--- src/rtl/branch_decoder_unit.sv ---
// Next-PC source selection for PoliRISC-V, with a registered copy of the selection.
// Define BRANCH_DECODER_UNIT_STATS_EN to add the taken conditional-branch counter.
package branch_decoder_unit_pkg;
   typedef enum logic [2:0] {
      NoBranch   = 3'd0,
      Mret       = 3'd1,
      Sret       = 3'd2,
      Jump       = 3'd3,
      CondBranch = 3'd4
   } branch_t;

   typedef enum logic [2:0] {
      Beq  = 3'd0,
      Bne  = 3'd1,
      Blt  = 3'd2,
      Bge  = 3'd3,
      Bltu = 3'd4,
      Bgeu = 3'd5
   } cond_branch_t;

   typedef enum logic [1:0] {
      PcPlus4             = 2'd0,
      Mepc                = 2'd1,
      Sepc                = 2'd2,
      PcOrReadDataPlusImm = 2'd3
   } pc_src_t;
endpackage

module branch_decoder_unit
   import branch_decoder_unit_pkg::*;
#(
   parameter int unsigned Width = 64
) (
   input  logic               clock,
   input  logic               reset,
   input  branch_t            branch_type,
   input  cond_branch_t       cond_branch_type,
   input  logic [Width-1:0]   read_data_1,
   input  logic [Width-1:0]   read_data_2,
   output pc_src_t            pc_src,
   output pc_src_t            pc_src_q,
   output logic [31:0]        taken_count
);

   logic cond_taken;

   always_comb begin
      cond_taken = 1'b0;
      case (cond_branch_type)
         Beq:     cond_taken = (read_data_1 == read_data_2);
         Bne:     cond_taken = (read_data_1 != read_data_2);
         Blt:     cond_taken = ($signed(read_data_1) <  $signed(read_data_2));
         Bge:     cond_taken = ($signed(read_data_1) >= $signed(read_data_2));
         Bltu:    cond_taken = (read_data_1 <  read_data_2);
         Bgeu:    cond_taken = (read_data_1 >= read_data_2);
         default: cond_taken = 1'b0;
      endcase
   end

   always_comb begin
      pc_src = PcPlus4;
      case (branch_type)
         NoBranch:   pc_src = PcPlus4;
         Mret:       pc_src = Mepc;
         Sret:       pc_src = Sepc;
         Jump:       pc_src = PcOrReadDataPlusImm;
         CondBranch: pc_src = cond_taken ? PcOrReadDataPlusImm : PcPlus4;
         default:    pc_src = PcPlus4;
      endcase
   end

   always_ff @(posedge clock) begin
      if (reset) pc_src_q <= PcPlus4;
      else       pc_src_q <= pc_src;
   end

`ifdef BRANCH_DECODER_UNIT_STATS_EN
   logic [31:0] taken_count_q;
   logic [31:0] taken_count_d;

   // Only conditional branches count; jumps also select PcOrReadDataPlusImm.
   always_comb begin
      taken_count_d = taken_count_q;
      if (branch_type == CondBranch && pc_src == PcOrReadDataPlusImm)
         taken_count_d = taken_count_q + 32'd1;
   end

   always_ff @(posedge clock) begin
      if (reset) taken_count_q <= '0;
      else       taken_count_q <= taken_count_d;
   end

   assign taken_count = taken_count_q;
`else
   assign taken_count = '0;
`endif

endmodule

--- config.mk ---
export PLATFORM = sky130hd
export DESIGN_NAME = branch_decoder_unit
export DESIGN_NICKNAME = d
export VERILOG_FILES = /design/src/rtl/branch_decoder_unit.sv
export SDC_FILE = /design/constraint.sdc
export NUM_CORES = 1
export LEC_CHECK = 0
export BUFFER_PORTS_ARGS = -buffer_cell sky130_fd_sc_hd__buf_2
export CORE_ASPECT_RATIO = 2
export CORE_MARGIN = 5
export CORE_UTILIZATION = 37
export CTS_CLUSTER_DIAMETER = 100
export DETAILED_ROUTE_END_ITERATION = 16
export HOLD_SLACK_MARGIN = 0.1
export PLACE_DENSITY_LB_ADDON = 0.25
export SLEW_MARGIN = 25
export SYNTH_ARGS = -nofsm -noshare
export SYNTH_HDL_FRONTEND = slang
export SYNTH_SLANG_ARGS = --single-unit
--- constraint.sdc ---
create_clock -name clock -period 2.89 [get_ports clock]
set_clock_uncertainty 0.15 [all_clocks]
set_input_delay 0.4335 -clock clock [delete_from_list [all_inputs] [get_ports clock]]
set_output_delay 0.4335 -clock clock [all_outputs]
set_load 0.05 [all_outputs]
; ---- Word-level counts from Yosys, hierarchy flattened
; Index checks and enable logic that the tools add are counted.
[op_classes]
reduce_logical = 1
mux = 3
n_bitwise = 0
div = 0
eq_ne = 11
shift = 0
magnitude_cmp = 4
addsub = 0
multipliers = 0
[ops]
columns = cell, n
row1 = $ge A64 B64 Y1, 2
row2 = $lt A64 B64 Y1, 2
row3 = $eq A64 B64 Y1, 1
row4 = $ne A64 B64 Y1, 1
row5 = $eq A3 B2 Y1 const B, 4
row6 = $eq A3 B3 Y1 const B, 3
row7 = $pmux W2 S4, 1
row8 = $eq A3 B1 Y1 const B, 2
row9 = $pmux W1 S6, 1
row10 = $logic_not A3 Y1, 1
row11 = $mux W2, 1
[totals]
latchBits = 0
reg_bits = 2
memories = 0
ramBits = 0
romBits = 0

; ---- Depth between registers and ports, before layout
[depth]
ltp_word = 4
depth_mapped = 11
mapped_depth_nobuf = 10

; ---- Worst setup path after synthesis
; No wires, ideal clock.
[synth_path]
path_kind = in2out
from = input read_data_2[54]
to = output pc_src[0]
cell_stages = 11
arrival_ns = 2.916
slack_ns = -0.609
t_required_ns = 2.307
cell_sequence = inv_1 -> ha_1 -> a21oi_2 -> nand2_1 -> a221o_1 -> a2111o_1 -> a211oi_2 -> and2_1 -> buf_6 -> mux2i_1 -> o21ai_1
[synth_between]
elab_chain_cells = 4
[synth_rtl]
columns = element, line
row1 = "start, declared", 39  ; input logic [Width-1:0] read_data_2,
row2 = "$ge A64 B64 Y1, or another cell as far along", 55  ; Bgeu: cond_taken = (read_data_1 >= read_data_2);
row3 = $pmux W1 S6 *, 49  ; case (cond_branch_type)
row4 = $mux W2 *, 67  ; CondBranch: pc_src = cond_taken ? PcOrReadDataPlusImm : PcPlus4;
row5 = $pmux W2 S4 *, 62  ; case (branch_type)
row6 = "end, declared", 40  ; output pc_src_t pc_src,
; Mark *: on every way between the ends. The rest lies on a longest branch, timed or not.

; ---- Worst setup path after layout
[layout_path]
from = input read_data_2[14]
to = output pc_src[1]
; Same word-level chain as after synthesis.

==> impl_metrics.toml <==
[route]
wl_met1_mm = 2.16
vias = 2603
wirelength_mm = 6.67
wl_met2_mm = 3.83
top_layer = "met4"
route.detailed.drc = 0
detail-route-antenna-nets = 0
first_pass_iters = 4
dr_wl_met3_um = 557
drtIter0Drc = 67
post_drt_wl_per_cell_um = 12.4
via_per_inst = 4.86

[die]
die_y_um = 118
core_area_um2 = 5710
start_util_pct = 37.7
num_io_pins = 172
die_x_um = 63.9
num_rows = 39
die-area_um2 = 7530

[timing]
slew_violations = 0
min_period_over_period_pct = 115
fmax_mhz = 301
setup_violations = 4
rsz0062_at_grt = "yes"
period_minus_slack_ns = 3.33
fin_hold_ws_ns = 0.274
fin_ws_ns = -0.435
hold_viol = 0

[placement]
post_dp_cell_area_um2 = 3160
gp_congestion = 0.793
port_buffers = 139
dp_hpwl_mm = 5.91

[worst_setup_path]
worst-path-buf-inv = 4
cp_data_required_time_ns = 2.31
cp-end-kind = "primary output"
cp_common_cell = "nand4_1"
critPathMaxStageDelay_ns = 0.54
cp_top_family = "simple AND/OR/NAND/NOR gates"
crit_type = "input port to primary output"
cp_max_fo = 3
worstSetupStartpointType = "input port"
slowest_stage = "or4b_1"
worstPathArrival_ns = 2.74
worstPathCellList = "buf_2, inv_1, ha_4, nand4_1, nor4_2, buf_4, nand4_1, or4b_1, nand4_1, a211oi_2, a21oi_4, o21ai_4, buf_6"

[final_layout]
n_antenna_cell = 0
areaGrowthSynthToFinish_pct = 68.6
stdcell_area_um2 = 3620
drive_above_1_share_pct = 50.3
largestRegisters = "pc_src_q x2"
largest_register = "pc_src_q"
fin_util_pct = 63.5
largest_reg_flops = 2
num-nets-final = 677

[logic_synthesis]
synth_seq_area_share_pct = 1.86
yosys.area_share.simple_pct = 19.3
synth_mux_area_share_pct = 0.466
yosys_warnings = 0
synth-edff-count = 0
synth-seq-cells = 2
synthAdderAreaFrac_pct = 37.3
synth.largest_area_cell = "ha_1"
synth-compound-area-share_pct = 17.6
syn_area_per_cell_um2 = 7.26
ys_types = 36
ys_async_sr_fraction_pct = 0
yosys.area.top_type_share_pct = 37.3
ys.flop_type = "dfxtp_1"
synth_area_um2 = 2150
synth_cells = 296
synthXorXnorAreaFrac_pct = 0
ys_top_cells_by_area = "ha_1 (37%), inv_1 (12%), buf_4 (11%), a21oi_1 (6.1%), nand4_1 (5.2%)"
synth_top_family_by_area = "adder cells"

[global_route]
grt.overflow.total = 0
grt_max_degree = 11
grt_pass1_vias = 2686
grtUsageTotal_pct = 16.4
antenna_found_initial = 0
grt_pass1_wl_mm = 10.6

[clocking]
cts_tree = "done"
clkTransAtPathRegs_ns = 0.03
cts_root_buf = "clkbuf_16"
cts_buffer_depth = 2
numCtsBuffers = 3
h-tree-depth = 1
numClockSinks = 2

[pwr]
finalPower_mw = 0.795
power_density_nw_per_um2 = 220
peakVddDrop_mv = 0.442
combPwrFrac_pct = 70.0
seqPwrFrac_pct = 3.8
switching_share_pct = 42.3
p_int_mw = 0.459
power.switching_mw = 0.336
p_leak_nw = 2.01
clockPowerShare_pct = 26.3

[min_path]
min-delay-path-class = "input port to flop"

[flow_run]
drv_cap = 0

[status]
status = "finished with violations"
violations = "setup timing"
## cell type report
| class | instances | area, µm² |
|---|---|---|
| Clock buffer | 3 | 75.1 |
| Fill cell | 522 | 2090 |
| Inverter | 66 | 260 |
| Multi-Input combinational cell | 225 | 2060 |
| Sequential cell | 2 | 40.0 |
| Tap cell | 61 | 76.3 |
| Timing Repair Buffer | 179 | 1110 |
## cells by family (layout without fill, tap and decap cells)
family | count (synthesis) | after routing
other | 1 | 32
DFF | 2 | 2
buffers and inverters | 100 | 248
AOI/OAI and AO/OA | 56 | 56
adders and majority gates | 64 | 64
and+or+nand+nor | 72 | 72
muxes | 1 | 1
## worst paths after layout
path | from | end | slack [ns] | cells after the start
worst max-delay path | read_data_2[14] | pc_src[1] | -0.44 | 13
worst min-delay path | reset | pc_src_q[1]$_SDFF_PP0_ | 0.27 | 2
## cell usage in the layout (no fill, tap or decap), types with 4 or more instances in the layout
cell type,synthesis,layout
buf_6,1,18
o21ai_0,6,6
ha_1,64,43
conb_1,1,32
nand2_1,17,17
nor2_1,7,7
nand4_1,18,18
buf_2,0,121
inv_2,0,12
buf_4,32,40
inv_1,66,49
nor2b_1,4,4
ha_4,0,21
nand3_1,8,8
inv_4,0,5
a21oi_1,26,25
## stage by stage
stage	worst slack [ns]	setup TNS [ns]	cells
after floorplan	-0.163	-0.325	327
after global placement	-0.623	-1.75	527
after detailed placement	-0.682	-1.99	527
after CTS	-0.481	-0.962	535
after global routing	-0.588	-1.73	536
final	-0.435	-0.993	536
## synth_stat cells (3+ instances only)
cell type and instances:
a21oi_1 26, nor2b_1 4, o21ai_1 3, ha_1 64
o211ai_1 3, nor2_1 7, nand3_1 8, a211oi_1 3
nand2b_1 3, inv_1 66, nor3_1 3, a221oi_1 3
o21ai_0 6, buf_4 32, nor4_1 5, nand2_1 17
nand4_1 18
## power by group through the flow
stage	logic (mW)	clock network, mW	registers [mW]
floorplan	0.337	0	0.0365
global placement	0.489	0	0.0302
detailed placement	0.499	0	0.0303
CTS	0.546	0.212	0.0299
global route	0.620	0.215	0.0303
finish	0.556	0.209	0.0299
## per-layer routing
metal  up-vias  global-route usage [%]
li1       1332                       -
met1      1150                    15.4
met2       112                    34.3
met3         9                    2.48
met4         0                    3.38
met5         -                       0
## timing repair
item / in CTS / in global routing
pin swaps: 20 / 9
setup endpoints to repair: 4 / 4
resized for setup: 49 / 7
hold buffers: 0 / 0
setup buffers: 5 / 1
No activity file was read; power rests on OpenSTA's default activity.
